## config.mk

```make
export PLATFORM = sky130hd
export DESIGN_NAME = sop_func_engine
export DESIGN_NICKNAME = d
export VERILOG_FILES = /design/src/rtl/sop_func_engine.sv
export SDC_FILE = /design/constraint.sdc
export NUM_CORES = 1
export LEC_CHECK = 0
export ABC_AREA = 1
export BUFFER_PORTS_ARGS = -buffer_cell sky130_fd_sc_hd__buf_2
export CAP_MARGIN = 40
export CELL_PAD_IN_SITES_DETAIL_PLACEMENT = 1
export CELL_PAD_IN_SITES_GLOBAL_PLACEMENT = 1
export CORE_ASPECT_RATIO = 2
export CORE_MARGIN = 2
export CORE_UTILIZATION = 39
export DETAILED_ROUTE_END_ITERATION = 7
export HOLD_SLACK_MARGIN = 0.12
export PLACE_DENSITY_LB_ADDON = 0.2
export SLEW_MARGIN = 10
export SYNTH_ARGS = -nofsm -noshare
export SYNTH_HDL_FRONTEND = slang
export SYNTH_SLANG_ARGS = --single-unit
```

## constraint.sdc

```tcl
create_clock -name clk -period 2.1 [get_ports clk]
set_clock_uncertainty 0.2 [all_clocks]
set_input_delay 0.105 -clock clk [delete_from_list [all_inputs] [get_ports clk]]
set_output_delay 0.105 -clock clk [all_outputs]
set_load 0.005 [all_outputs]
```

## src/rtl/sop_func_engine.sv

```systemverilog
// sop_func_engine: runtime-loadable multi-channel truth-table evaluator with minterm-count sweep
module sop_func_engine #(
  parameter int N_IN   = 4,
  parameter int N_FUNC = 2,
  parameter int SEL_W  = 1
) (
  input  logic                       clk,
  input  logic                       rst_n,
  input  logic                       cfg_we,
  input  logic [SEL_W-1:0]           cfg_sel,
  input  logic [N_IN-1:0]            cfg_addr,
  input  logic                       cfg_bit,
  output logic                       cfg_drop,
  input  logic                       in_valid,
  output logic                       in_ready,
  input  logic [N_IN-1:0]            in_vec,
  output logic                       out_valid,
  output logic [N_FUNC-1:0]          out_f,
  input  logic                       sweep_start,
  output logic                       sweep_busy,
  output logic                       sweep_done,
  output logic [N_FUNC*(N_IN+1)-1:0] sweep_cnt
);
  localparam int DEPTH = 1 << N_IN;
  localparam int CW    = N_IN + 1;

  typedef enum logic [1:0] {IDLE, SWEEP, DONE} state_t;

  state_t                     r_state, w_next;
  logic [DEPTH-1:0]           r_tbl [N_FUNC];
  logic [CW-1:0]              r_acc [N_FUNC];
  logic [N_IN:0]              r_addr;
  logic                       r_drop, r_out_valid;
  logic [N_FUNC-1:0]          r_out_f;
  logic [N_FUNC*CW-1:0]       r_cnt;
  logic                       w_idle, w_wr_ok, w_accept, w_last;

  assign w_idle   = r_state == IDLE;
  assign w_wr_ok  = cfg_we && w_idle && (int'(cfg_sel) < N_FUNC);
  assign w_accept = in_valid && w_idle;
  assign w_last   = r_addr == CW'(DEPTH - 1);

  assign cfg_drop  = r_drop;
  assign out_valid = r_out_valid;
  assign out_f     = r_out_f;
  assign sweep_cnt = r_cnt;

  // state register
  always_ff @(posedge clk or negedge rst_n)
    if (!rst_n) r_state <= IDLE;
    else        r_state <= w_next;

  // next state and state-decoded status outputs
  always_comb begin
    w_next     = r_state;
    in_ready   = 1'b0;
    sweep_busy = 1'b0;
    sweep_done = 1'b0;
    case (r_state)
      IDLE: begin
        in_ready = 1'b1;
        w_next   = sweep_start ? SWEEP : IDLE;
      end
      SWEEP: begin
        sweep_busy = 1'b1;
        w_next     = w_last ? DONE : SWEEP;
      end
      DONE: begin
        sweep_done = 1'b1;
        w_next     = IDLE;
      end
      default: w_next = IDLE;
    endcase
  end

  // truth-table storage; writes land only in IDLE on an existing channel
  always_ff @(posedge clk or negedge rst_n)
    if (!rst_n) begin
      for (int k = 0; k < N_FUNC; k++) r_tbl[k] <= '0;
      r_drop <= 1'b0;
    end else begin
      for (int k = 0; k < N_FUNC; k++)
        if (w_wr_ok && cfg_sel == SEL_W'(k)) r_tbl[k][cfg_addr] <= cfg_bit;
      r_drop <= cfg_we && !w_wr_ok;
    end

  // evaluation pipeline; the table read sees pre-write contents on a shared edge
  always_ff @(posedge clk or negedge rst_n)
    if (!rst_n) begin
      r_out_valid <= 1'b0;
      r_out_f     <= '0;
    end else begin
      r_out_valid <= w_accept;
      if (w_accept)
        for (int k = 0; k < N_FUNC; k++) r_out_f[k] <= r_tbl[k][in_vec];
    end

  // sweep datapath: clear accumulators at start, publish counts on the last address
  always_ff @(posedge clk or negedge rst_n)
    if (!rst_n) begin
      r_addr <= '0;
      r_cnt  <= '0;
      for (int k = 0; k < N_FUNC; k++) r_acc[k] <= '0;
    end else if (w_idle && sweep_start) begin
      r_addr <= '0;
      for (int k = 0; k < N_FUNC; k++) r_acc[k] <= '0;
    end else if (r_state == SWEEP) begin
      r_addr <= r_addr + 1'b1;
      for (int k = 0; k < N_FUNC; k++) begin
        r_acc[k] <= r_acc[k] + CW'(r_tbl[k][r_addr[N_IN-1:0]]);
        if (w_last) r_cnt[k*CW +: CW] <= r_acc[k] + CW'(r_tbl[k][r_addr[N_IN-1:0]]);
      end
    end
endmodule

```

* Yosys cells after proc, flatten, opt, wreduce, memory -nomap -nowiden
Index checks and enable logic that the tools add are counted.
** Word-level totals
- Bits in registers :: 63
- Input bits :: 15
- Output and inout bits :: 17
- Word-level logic and storage cells :: 55
** Cells by class
- $add $sub $neg :: 3
- Magnitude comparators :: 4
- Eq/ne operators :: 3
- Multiplexer cells :: 22
- Bitwise gates (word level) :: 2
- Reduce and logical (&&, ||, !) cells :: 11
** Operators with widths (number)
- $bwmux W16 :: 2
- $mux W10 :: 2
- $bmux W1 S4 :: 4
- $lt A4 B5 Y1 const B :: 3
- $add A5 B1 Y5 :: 2
- $mux W5 :: 2
- $mux W1 :: 9
- $logic_and A1 B1 Y1 :: 7
- $add A5 B1 Y5 const B :: 1
- $eq A5 B4 Y1 const B :: 1
- $demux W1 S4 :: 1
- $ge A4 B1 Y1 const B :: 1
- $pmux W2 S2 :: 1
- $reduce_and A3 Y1 :: 1
- $eq A2 B1 Y1 const B :: 1
- $eq A2 B2 Y1 const B :: 1
- $logic_not A2 Y1 :: 1
- $mux W2 :: 1
- $not A1 Y1 :: 2
- $reduce_bool A2 Y1 :: 1
- $logic_not A1 Y1 :: 1

* Depth between registers and ports, before layout
Gate-level depths: netlist (run 1).
- Depth after elaboration :: 5
- Mapped depth :: 14
- Depth with buffers taken out :: 12

* Worst setup path before layout (run 1)
OpenSTA, ideal clock, no wires.
- Kind :: register to register
- Start :: register r_addr[0]
- End :: register r_cnt[4] (netlist: sweep_cnt[4])
- Arrival time :: 1.852 ns
- Data required time :: 1.817 ns
- Slack :: -0.035 ns
- Stages on the path, launching flop included :: 13
- Period minus slack after synthesis :: 2.135 ns
- Cells stage by stage :: dfrtp_1 -> clkbuf_2 -> buf_2 -> o211ai_1 -> nand3_1 -> nand3_1 -> nand3b_1 -> ha_1 -> ha_1 -> nand3_1 -> xor2_1 -> inv_1 -> o21ai_0
** Between the ends
- Longest elaborated chain between the ends :: 3
- Elaborated cells between the ends (all ways) :: 5
- Classes of those cells :: add/sub: 1; eq/ne: 1; mux: 2; reduce/logical: 1
** RTL lines
- from (decl) :: line 32 : logic [N_IN:0] r_addr;
- from (signal assigned) :: line 108 : r_addr <= r_addr + 1'b1;
- $bmux W1 S4 :: line 111 : if (w_last) r_cnt[k*CW +: CW] <= r_acc[k] + CW'(r_tbl[k][r_addr[N_IN-1:0]]);
- $mux W1 (not written as such) :: line 111
- $add A5 B1 Y5 :: line 111
- to (signal, indexed assignment) :: line 111
- to (decl) :: line 35 : logic [N_FUNC*CW-1:0] r_cnt;
Parallel ways exist; a longest one is shown, timed or not. The select of a mux whose other input is x is not followed.
A chain may end at the register's enable or synchronous reset.

* Worst setup path in the final report (run 1)
- Start :: register r_addr[0]
- End :: register r_acc[9] in the netlist's numbering
** Between the ends
- Longest elaborated chain between the ends :: 5
** RTL lines
- $bmux W1 S4 :: line 110 : r_acc[k] <= r_acc[k] + CW'(r_tbl[k][r_addr[N_IN-1:0]]);
- $mux W1 (not written as such) :: line 110
- $add A5 B1 Y5 :: line 110
- $mux W10 :: line 107 : end else if (r_state == SWEEP) begin
- $mux W10 :: line 104 : end else if (w_idle && sweep_start) begin
- to (signal, indexed assignment) :: line 110
- to (decl) :: line 31 : logic [CW-1:0] r_acc [N_FUNC];
Every way passes these cells. The select of a mux whose other input is x is not followed.

==> results of run 1 <==
[through the flow]
| stage | setup WS, ns | cell area, um^2 | std cells | power, mW | utilization |
|---|---|---|---|---|---|
| floorplan | -0.0128 | 3460 | 449 | 3.10 | - |
| global route | -0.347 | 4350 | 619 | 6.01 | 0.507 |
| detailed placement | -0.399 | 3840 | 589 | 3.87 | 0.447 |
| CTS | -0.211 | 4280 | 618 | 5.48 | 0.499 |
| finish | -0.218 | 4350 | 619 | 5.59 | 0.507 |
| global placement | -0.314 | 3840 | 589 | 3.78 | 0.447 |
[routing by layer]
layer | track usage | vias up | part of all wire
met5 | 0 | - | 0
met4 | 0.181 | 0 | 0.063
met3 | 0.0331 | 35 | 0.022
met2 | 0.461 | 53 | 0.56
met1 | 0.238 | 1588 | 0.35
li1 | - | 1577 | -
[cell type report]
| class | instances | area, um^2 |
|---|---|---|
| fillers | 1089 | 4230 |
| well taps | 100 | 125 |
| clock buffers | 13 | 270 |
| multi-input cells | 320 | 1640 |
| inverters | 47 | 176 |
| flip-flops and latches | 63 | 1580 |
| repair buffers | 73 | 528 |
| clock inverters | 3 | 40.0 |
[cell families (layout without fill, tap and decap cells)]
| group | count (synthesis) | after routing | synth area share |
|---|---|---|---|
| adder cells (fa/ha/maj) | 6 | 6 | 0.0218 |
| AND/OR/NAND/NOR | 220 | 220 | 0.285 |
| XOR/XNOR | 8 | 8 | 0.0204 |
| buffers and inverters | 66 | 136 | 0.0819 |
| AO/OA/AOI/OAI | 86 | 86 | 0.132 |
| flip-flops | 63 | 63 | 0.459 |
[flip-flops by register name, summed over array words and instances (netlist names)]
signal / count
cfg_drop: 1
out_f: 2
out_valid: 1
r_acc: 10
r_addr: 5
r_state: 2
r_tbl: 32
sweep_cnt: 10
[where the power goes]
group | internal (mW) | total [mW] | switching [mW]
combinational | 0.920 | 2.19 | 1.27
sequential | 1.59 | 1.87 | 0.279
clock | 1.01 | 1.54 | 0.526
total | 3.52 | 5.59 | 2.07
[worst max-delay path by stage]
stage	startpoint	cells after the start	to	slack [ns]
2_1_floorplan	r_addr[0]$_DFFE_PN0P_	12	sweep_cnt[4]$_DFFE_PN0P_	-0.01
3_3_place_gp	r_addr[0]$_DFFE_PN0P_	11	sweep_cnt[4]$_DFFE_PN0P_	-0.31
3_5_place_dp	r_addr[0]$_DFFE_PN0P_	11	sweep_cnt[4]$_DFFE_PN0P_	-0.40
4_1_cts	r_addr[0]$_DFFE_PN0P_	11	sweep_cnt[4]$_DFFE_PN0P_	-0.21
5_1_grt	r_addr[0]$_DFFE_PN0P_	11	r_acc[9]$_DFFE_PN0P_	-0.35
6_report	r_addr[0]$_DFFE_PN0P_	11	r_acc[9]$_DFFE_PN0P_	-0.22
[layout by cell type, fill, tap and decap left out]
cell type	netlist	routed
nand2_1	109	109
dfrtp_1	63	63
nor2_1	52	52
inv_1	45	43
nand3_1	45	43
o21ai_0	49	33
buf_2	11	31
buf_4	1	27
a21oi_1	27	26
o21ai_1	0	15
dlygate4sd3_1	0	13
clkbuf_16	0	9
nor2_4	7	7
a21oi_2	3	4
xor2_1	7	4
o22ai_1	4	4
inv_2	1	3
o211ai_1	3	3
xor2_2	0	3
nor2_2	3	3
ha_2	0	3
clkbuf_8	0	3
nand3_2	0	2
ha_1	6	2
clkinv_2	0	2
buf_12	0	2
o21ai_2	0	1
nand3b_1	1	1
nand2_2	1	1
xnor2_1	1	1
nand3b_4	1	1
clkinv_1	1	1
nand3_4	1	1
ha_4	0	1
clkbuf_1	3	1
bufinv_16	0	1
[critical path: cells and delay by family, from the launching register on]
family	cells	cell delay [ns]
DFF	1	0.41
xor gates and xnor gates	1	0.15
buffers and inverters	2	0.24
and+or+nand+nor	4	0.40
adders and majority gates	2	0.38
AOI/OAI and AO/OA	2	0.44
[timing repair]
action	4_1_cts	5_1_grt
buffers inserted	0	1
hold endpoints to repair	102	0
hold buffers	13	0
setup endpoints to repair	16	16
pin swaps	1	2
resized for setup	8	23
==> summary.md, run 1 <==
| Metric | Value |
|---|---|
| Status | `complete, but fails checks` |
| Failing checks | `negative setup slack` |
| Max-Cap Viols | `0` |
| Critical path cell sequence | `buf_12 > o211ai_1 > nand3_1 > nand3_1 > nand3b_1 > ha_2 > ha_4 > nand3_1 > xor2_1 > inv_1 > o22ai_1` |
| Share of cells above drive strength 1 | `0.202` |
| WHS Endpoint | `r_tbl[8]$_DFFE_PN0P_` |
| Die ar. | `0.00962 mm^2` |
| Crit-path slowest cell | `dfrtp_1` |
| Yosys warns | `0` |
| Sequential share of the synthesized area | `0.459` |
| Critical Path RT | `2.15 ns` |
| Post-route setup slack | `-0.218 ns` |
| Vias | `around 3300` |
| ANT nets after route | `0` |
| Worst-Margin Slew | `about 0.63 ns` |
| CP Max Fanout | `25` |
| Vias per cell | `5.26` |
| CP peak stage delay | `0.41 ns` |
| Primary FF master, synth | `dfrtp_1` |
| Die span in y | `roughly 140 um` |
| Top Ports | `32` |
| Clock Latency Late Sink | `0.34 ns` |
| Clock sink count | `63` |
| Routed WL | `10800 um` |
| Rows | `48` |
| First-pass GRT wire length | `17900 um` |
| Layout Nets | `roughly 540` |
| Yosys top cell by area | `dfrtp_1` |
| RSZ-0062 raised after global routing | `yes` |
| All-layer global routing usage | `0.246` |
| CTS max path bufs | `2` |
| P&R area growth vs syn | `26.7%` |
| Tcrit/Tclk final | `1.10` |
| Kind of start point of the critical path | `register` |
| Fmax | `0.431 GHz` |
| Post-synth cell types | `27` |
| Root buffer cell | `clkbuf_16` |
| R2R setup slack | `-0.22 ns` |
| Max-slew headroom | `0.580` |
| DP HPWL | `8260 um` |
| Hold slack final | `roughly 0.13 ns` |
| Share of synthesized flip-flops with an asynchronous set or reset | `1.00` |
| H-tree Lvls | `3` |
| Syn Inst Count | `between 400 and 500` |
| DR DRC count | `0` |
| CP Capture Type | `register` |
| Port buffer count | `31` |
| Post-synth top area share | `0.459` |
| Leak Pwr | `2.11 nW` |
| R2R depth | `11` |
| Number of synthesized register bits | `between 60 and 70` |
| Reg-to-Reg End | `r_acc[9]$_DFFE_PN0P_` |
| Initial antenna violation count | `0` |
| Hold Crit Class | `in -> reg` |
| Vias in the first global route | `about 3600` |
| Worst VDD drop | `888 uV` |
| Arrival time worst endpoint | `2.37 ns` |
| Crit path kind | `reg -> reg` |
| GRT Residual Overflow | `0` |
| Initial Util | `0.400` |
| Die W | `70.4 um` |
| Fin. max-slew vios | `0` |
| Drt wl/cell | `17.5 um` |
| N_diodes | `0` |
| Min Tclk post-route | `between 2 and 2.5 ns` |
| CTS tree | `built` |
| Total negative slack | `-1.23 ns` |
| Top post-synthesis cells by count | `nand2_1 (109), dfrtp_1 (63), nor2_1 (52), o21ai_0 (49)` |
| R2r startpoint | `r_addr[0]$_DFFE_PN0P_` |
| Final Hold Viols | `0` |
| Most frequent CP cell | `nand3_1` |
| CTS Buf Count | `9` |
| Count leader, synth | `nand2_1` |
| Hold Path Depth | `6` |
| Setup violators final | `13` |
| Post-synth EDFFs | `0` |
| Reg clk slew, reported paths | `0.05 ns` |
| Synth Net Count | `470` |
| Hold Path Origin | `cfg_addr[2]` |
| Syn avg cell area | `7.65 um^2` |
| Ranking of synthesized cells by area | `dfrtp_1 (46%), nand2_1 (12%), o21ai_0 (7.1%)` |
| Drt first-iter violations | `111` |
| Power density cells | `about 1300 mW/mm^2` |
| Post-Syn Area | `0.00344 mm^2` |
| Largest net degree at the start of global routing | `36` |
| Final GP Congestion | `0.914` |
| Core Region | `~0.0086 mm^2` |
| Router iterations before antenna repair | `4` |
Power figures use the tool's default switching activity.
==> run 2, diff against run 1 <==
- PLACE_DENSITY: default -> 0.75
- PLACE_DENSITY_LB_ADDON: 0.2 -> default
==> run 2 against run 1 <==
  * The run still ends with negative setup slack left
  * Via count is 0.40% lower
  * Worst setup slack better by 0.058 ns
  * Critical path type unchanged
  * Hold slack got worse by 0.018 ns
  * Critical path depth rose by 1
  * Largest cell class unchanged
  * Critical endpoint is now sweep_cnt[4]$_DFFE_PN0P_
==> summary.md, run 2 (synthesis results as in run 1) <==
| Metric | Value |
|---|---|
| Layout Nets | `532` |
| Arrival time worst endpoint | `roughly 2.3 ns` |
| Drt wl/cell | `17.5 um` |
| Routed WL | `10800 um` |
| Most frequent CP cell | `nand3_1` |
| Critical path cell sequence | `buf_12 > a21oi_1 > o21ai_0 > nand3_1 > nand3_1 > nand3b_1 > ha_2 > ha_2 > nand3_1 > xor2_1 > inv_1 > o21ai_1` |
| DP HPWL | `~8200 um` |
| Setup violators final | `13` |
| Final Hold Viols | `0` |
| P&R area growth vs syn | `26.6%` |
| Die span in y | `137 um` |
| Initial Util | `0.400` |
| Post-route setup slack | `-0.161 ns` |
| Rows | `48` |
| H-tree Lvls | `3` |
| Hold Crit Class | `in -> reg` |
| CP Capture Type | `register` |
| ANT nets after route | `0` |
| Max FFs per register | `32` |
| Crit-path slowest cell | `dfrtp_2` |
| Leading cell types in the layout, fill and taps excluded | `nand2_1 (109), dfrtp_1 (62), nor2_1 (52)` |
| Status | `complete, but fails checks` |
| Fin. max-slew vios | `0` |
| Non-Filler Instances | `615` |
| Die ar. | `approximately 0.0096 mm^2` |
| Most common cell after layout, fill and taps aside | `nand2_1` |
| Port buffer count | `31` |
| Clock sink count | `63` |
| Power density cells | `1290 mW/mm^2` |
| Total power | `between 5 and 6 mW` |
| Design area | `roughly 0.0044 mm^2` |
| Inst Count DP | `584` |
| DP Area | `0.00380 mm^2` |
| Min Tclk post-route | `2.26 ns` |
| Dpl ws | `-0.206 ns` |
| First-pass GRT wire length | `17500 um` |
| Worst-Margin Slew | `0.491 ns` |
| Failing checks | `negative setup slack` |
| Tcrit/Tclk final | `1.08` |
| Kind of start point of the critical path | `register` |
| Vias | `3240` |
| Reg clk slew, reported paths | `~0.050 ns` |
| CTS max path bufs | `2` |
| Max-slew headroom | `0.671` |
| CTS tree | `built` |
| Drt first-iter violations | `about 120` |
| CP Max Fanout | `13` |
| Die W | `70.4 um` |
| Share of cells above drive strength 1 | `0.208` |
| Top Ports | `32` |
| CTS Buf Count | `9` |
| Leak Pwr | `approximately 2.1 nW` |
| WP buf/inv | `2` |
| N_diodes | `0` |
| Initial antenna violation count | `0` |
| CP peak stage delay | `0.46 ns` |
| Clock Latency Late Sink | `0.34 ns` |
| Post-layout util | `0.507` |
| Final GP Congestion | `0.860` |
| Max-Cap Viols | `0` |
| Filler Cells Inserted | `1061` |
| Critical Path RT | `2.16 ns` |
| Area of the multi-input gates | `0.00165 mm^2` |
| DR DRC count | `0` |
| Worst VDD drop | `858 uV` |
| Delay-heaviest family, CP | `flip-flops` |
| Register Area | `0.00158 mm^2` |
| Biggest register | `r_tbl` |
| Largest net degree at the start of global routing | `45` |
| R2R setup slack | `-0.16 ns` |
| All-layer global routing usage | `0.239` |
| Vias in the first global route | `about 3500` |
| Root buffer cell | `clkbuf_16` |
| Router iterations before antenna repair | `4` |
| RSZ-0062 raised after global routing | `yes` |
| Vias per cell | `5.27` |
| Crit path kind | `reg -> reg` |
| Core Region | `0.00859 mm^2` |
| Fmax | `0.442 GHz` |
| GRT Residual Overflow | `0` |
==> run 2: cell types whose count changed in the layout (fill, tap and decap cells not counted), sizes merged <==
cell,change
buf,-2
clkbuf,-1
clkinv,+1
dlygate4sd3,-2
==> run 2: final cells by class <==
cell class,instances,area share
multi-input cells,320,0.379
clock buffers,11,0.0581
repair buffers,70,0.121
clock inverters,4,0.0104
inverters,47,0.0406
flip-flops and latches,63,0.363
well taps,100,0.0288
==> run 2: worst paths after layout <==
kind | from | end | depth (start not counted)
worst max register to register | r_addr[0]$_DFFE_PN0P_ | sweep_cnt[4]$_DFFE_PN0P_ | 12
min in group asynchronous | rst_n | r_tbl[15]$_DFFE_PN0P_ | 3
max in group asynchronous | rst_n | r_acc[5]$_DFFE_PN0P_ | 4
worst min register to register | out_f[1]$_DFFE_PN0P_ | out_f[1]$_DFFE_PN0P_ | 2
worst min-delay path | in_vec[2] | out_f[0]$_DFFE_PN0P_ | 7
worst max-delay path | r_addr[0]$_DFFE_PN0P_ | sweep_cnt[4]$_DFFE_PN0P_ | 12
==> run 2: metal layers <==
layer  track usage  vias to the layer above  wire, um
met1         0.230                     1569      3760
met2         0.465                       70      6120
met5             0                        -         0
met4         0.144                        0       595
met3        0.0353                       36       296
li1              -                     1565         -
==> run 2: repair_timing <==
item	CTS	global route
resized for setup	10	22
pin swaps	1	7
endpoints found under the hold margin	99	0
hold buffers	12	0
buffers inserted	1	2
gates cloned	0	1
endpoints found under the setup margin	12	18
==> run 2: per-stage QoR <==
step / setup TNS [ns] / hold slack, ns
after floorplan: -0.0128 / -0.391
after global placement: -0.687 / -0.103
after detailed placement: -1.12 / -0.102
after CTS: -0.915 / 0.122
after global routing: -3.24 / 0.167
final: -0.978 / 0.114
==> run 2: where the power goes <==
group,internal [mW],switching [mW],total (mW)
combinational,0.940,1.29,2.23
sequential,1.59,0.299,1.89
clock,0.969,0.520,1.49
total,3.50,2.11,5.61
==> run 2: worst register-to-register path, delay by kind of cell, from the launching register on <==
kind,cells,cell delay (ns)
adders and majority gates,2,0.38
DFF,1,0.46
buffers and inverters,2,0.23
xor gates and xnor gates,1,0.17
AOI/OAI and AO/OA,3,0.37
and+or+nand+nor,4,0.38
==> run 3, diff against run 2 <==
- RECOVER_POWER: default -> 50
==> run 3 against run 2 <==
  * Routed wire length is 0.28% higher
  * Clock power barely moved
  * First-iteration DRC count grew 5.9%
  * Total power down 0.28%
  * The run still ends with negative setup slack left
  * Sequential cell count unchanged
  * Final cell count unchanged
  * Count of clock-buffer cells in the layout unchanged
  * Maximum frequency is 0.27% lower
  * Global-route usage is the same
  * Critical path type unchanged
  * Sequential share of layout area is 0.34 points higher
==> summary.md, run 3 (synthesis results as in run 1) <==
| Metric | Value |
|---|---|
| Status | `complete, but fails checks` |
| Failing checks | `negative setup slack` |
| Drt wl/cell | `17.6 um` |
| H-tree Lvls | `3` |
| Routed WL | `10800 um` |
| Final GP Congestion | `0.860` |
| Top Ports | `32` |
| Root buffer cell | `clkbuf_16` |
| Final Hold Viols | `0` |
| CTS tree | `built` |
| Vias per cell | `5.27` |
| All-layer global routing usage | `0.239` |
| ANT nets after route | `0` |
| DR DRC count | `0` |
| Register Area | `0.00158 mm^2` |
| CTS max path bufs | `2` |
| CP Max Fanout | `13` |
| Initial antenna violation count | `0` |
| Layout Nets | `532` |
| Fmax | `0.441 GHz` |
| Critical Path RT | `2.16 ns` |
| Kind of start point of the critical path | `register` |
| Die W | `between 70 and 80 um` |
| Tcrit/Tclk final | `1.08` |
| Hold Crit Class | `in -> reg` |
| Biggest register | `r_tbl` |
| Leading cell types in the layout, fill and taps excluded | `nand2_1 (109), dfrtp_1 (62), nor2_1 (53)` |
| Die ar. | `0.00962 mm^2` |
| Crit path kind | `reg -> reg` |
| Max-Cap Viols | `0` |
| Share of cells above drive strength 1 | `0.194` |
| Power density cells | `roughly 1300 mW/mm^2` |
| First-pass GRT wire length | `17500 um` |
| Drt first-iter violations | `125` |
| Largest net degree at the start of global routing | `45` |
| Vias | `3238` |
| Router iterations before antenna repair | `4` |
| P&R area growth vs syn | `25.5%` |
| Core Region | `0.00859 mm^2` |
| Arrival time worst endpoint | `2.32 ns` |
| Fin. max-slew vios | `0` |
| Max FFs per register | `32` |
| Area of the multi-input gates | `0.00164 mm^2` |
| Total negative slack | `-1.40 ns` |
| Die span in y | `about 140 um` |
| CP Capture Type | `register` |
| Max-slew headroom | `0.260` |
| Hold slack final | `0.114 ns` |
| Filler Cells Inserted | `1065` |
| GRT Residual Overflow | `0` |
| Clock sink count | `63` |
| Rows | `48` |
| CTS Buf Count | `9` |
| Initial Util | `0.400` |
| Port buffer count | `31` |
| Min Tclk post-route | `2.27 ns` |
| Most common cell after layout, fill and taps aside | `nand2_1` |
| Worst-Margin Slew | `1.11 ns` |
| Reg clk slew, reported paths | `0.05 ns` |
| Vias in the first global route | `3536` |
| Clock Latency Late Sink | `0.34 ns` |
| RSZ-0062 raised after global routing | `yes` |
| Post-layout util | `0.502` |
| Post-route setup slack | `-0.167 ns` |
| DP HPWL | `8160 um` |
| Worst VDD drop | `between 800 and 900 uV` |
| N_diodes | `0` |
| Setup violators final | `21` |
| Leak Pwr | `2.07 nW` |
[run 3: path summary, 6_finish.rpt]
| kind | from | endpoint | slack, ns | cells after the start |
|---|---|---|---|---|
| min in group asynchronous | rst_n | r_tbl[8]$_DFFE_PN0P_ | 0.47 | 3 |
| max in group asynchronous | rst_n | r_addr[0]$_DFFE_PN0P_ | 0.48 | 3 |
| worst min-delay path | in_vec[2] | out_f[0]$_DFFE_PN0P_ | 0.11 | 7 |
| worst min register to register | out_f[1]$_DFFE_PN0P_ | out_f[1]$_DFFE_PN0P_ | 0.27 | 2 |
| worst max register to register | r_addr[0]$_DFFE_PN0P_ | sweep_cnt[4]$_DFFE_PN0P_ | -0.17 | 12 |
| worst max-delay path | r_addr[0]$_DFFE_PN0P_ | sweep_cnt[4]$_DFFE_PN0P_ | -0.17 | 12 |
[run 3: final cells by class]
type / count / area share
Inverter: 47 / 0.0409
Multi-Input combinational cell: 320 / 0.381
Tap cell: 100 / 0.0290
Clock inverter: 4 / 0.0104
Clock buffer: 11 / 0.0586
Timing Repair Buffer: 70 / 0.114
Sequential cell: 63 / 0.366
[run 3: power breakdown]
part / switching [mW] / internal [mW] / leakage [nW]
clock: 0.526 / 0.969 / 0.151
sequential: 0.296 / 1.59 / 0.755
combinational: 1.29 / 0.921 / 1.17
[run 3: critical path, stage by stage (launching register included)]
cell,delay (ns)
dfrtp_2,0.46
buf_12,0.16
a21oi_1,0.12
o21ai_0,0.11
nand3_1,0.09
nand3_1,0.07
nand3b_1,0.13
ha_2,0.20
ha_2,0.18
nand3_1,0.09
xor2_1,0.17
inv_1,0.08
o21ai_1,0.13
[run 3: what timing repair did]
item,CTS,global route
setup buffers,1,2
hold buffers,12,0
cloned,0,1
gates resized for setup,10,22
endpoints found under the hold margin,99,0
setup endpoints to repair,12,18
pin swaps,1,7
[run 3: routing by layer]
metal | vias to the layer above | routed length [um] | track usage
li1 | 1565 | - | -
met1 | 1572 | 3760 | 0.230
met2 | 66 | 6140 | 0.465
met3 | 35 | 304 | 0.0353
met4 | 0 | 592 | 0.144
met5 | - | 0 | 0
[run 3: metrics by stage]
stage | worst slack [ns] | instances | area (um^2) | power, mW
after global placement | -0.140 | 584 | 3800 | 3.73
after CTS | -0.149 | 612 | 4240 | 5.42
after floorplan | -0.0128 | 449 | 3460 | 3.10
after global routing | -0.330 | 615 | 4310 | 6.00
after detailed placement | -0.206 | 584 | 3800 | 3.81
final | -0.167 | 615 | 4310 | 5.60
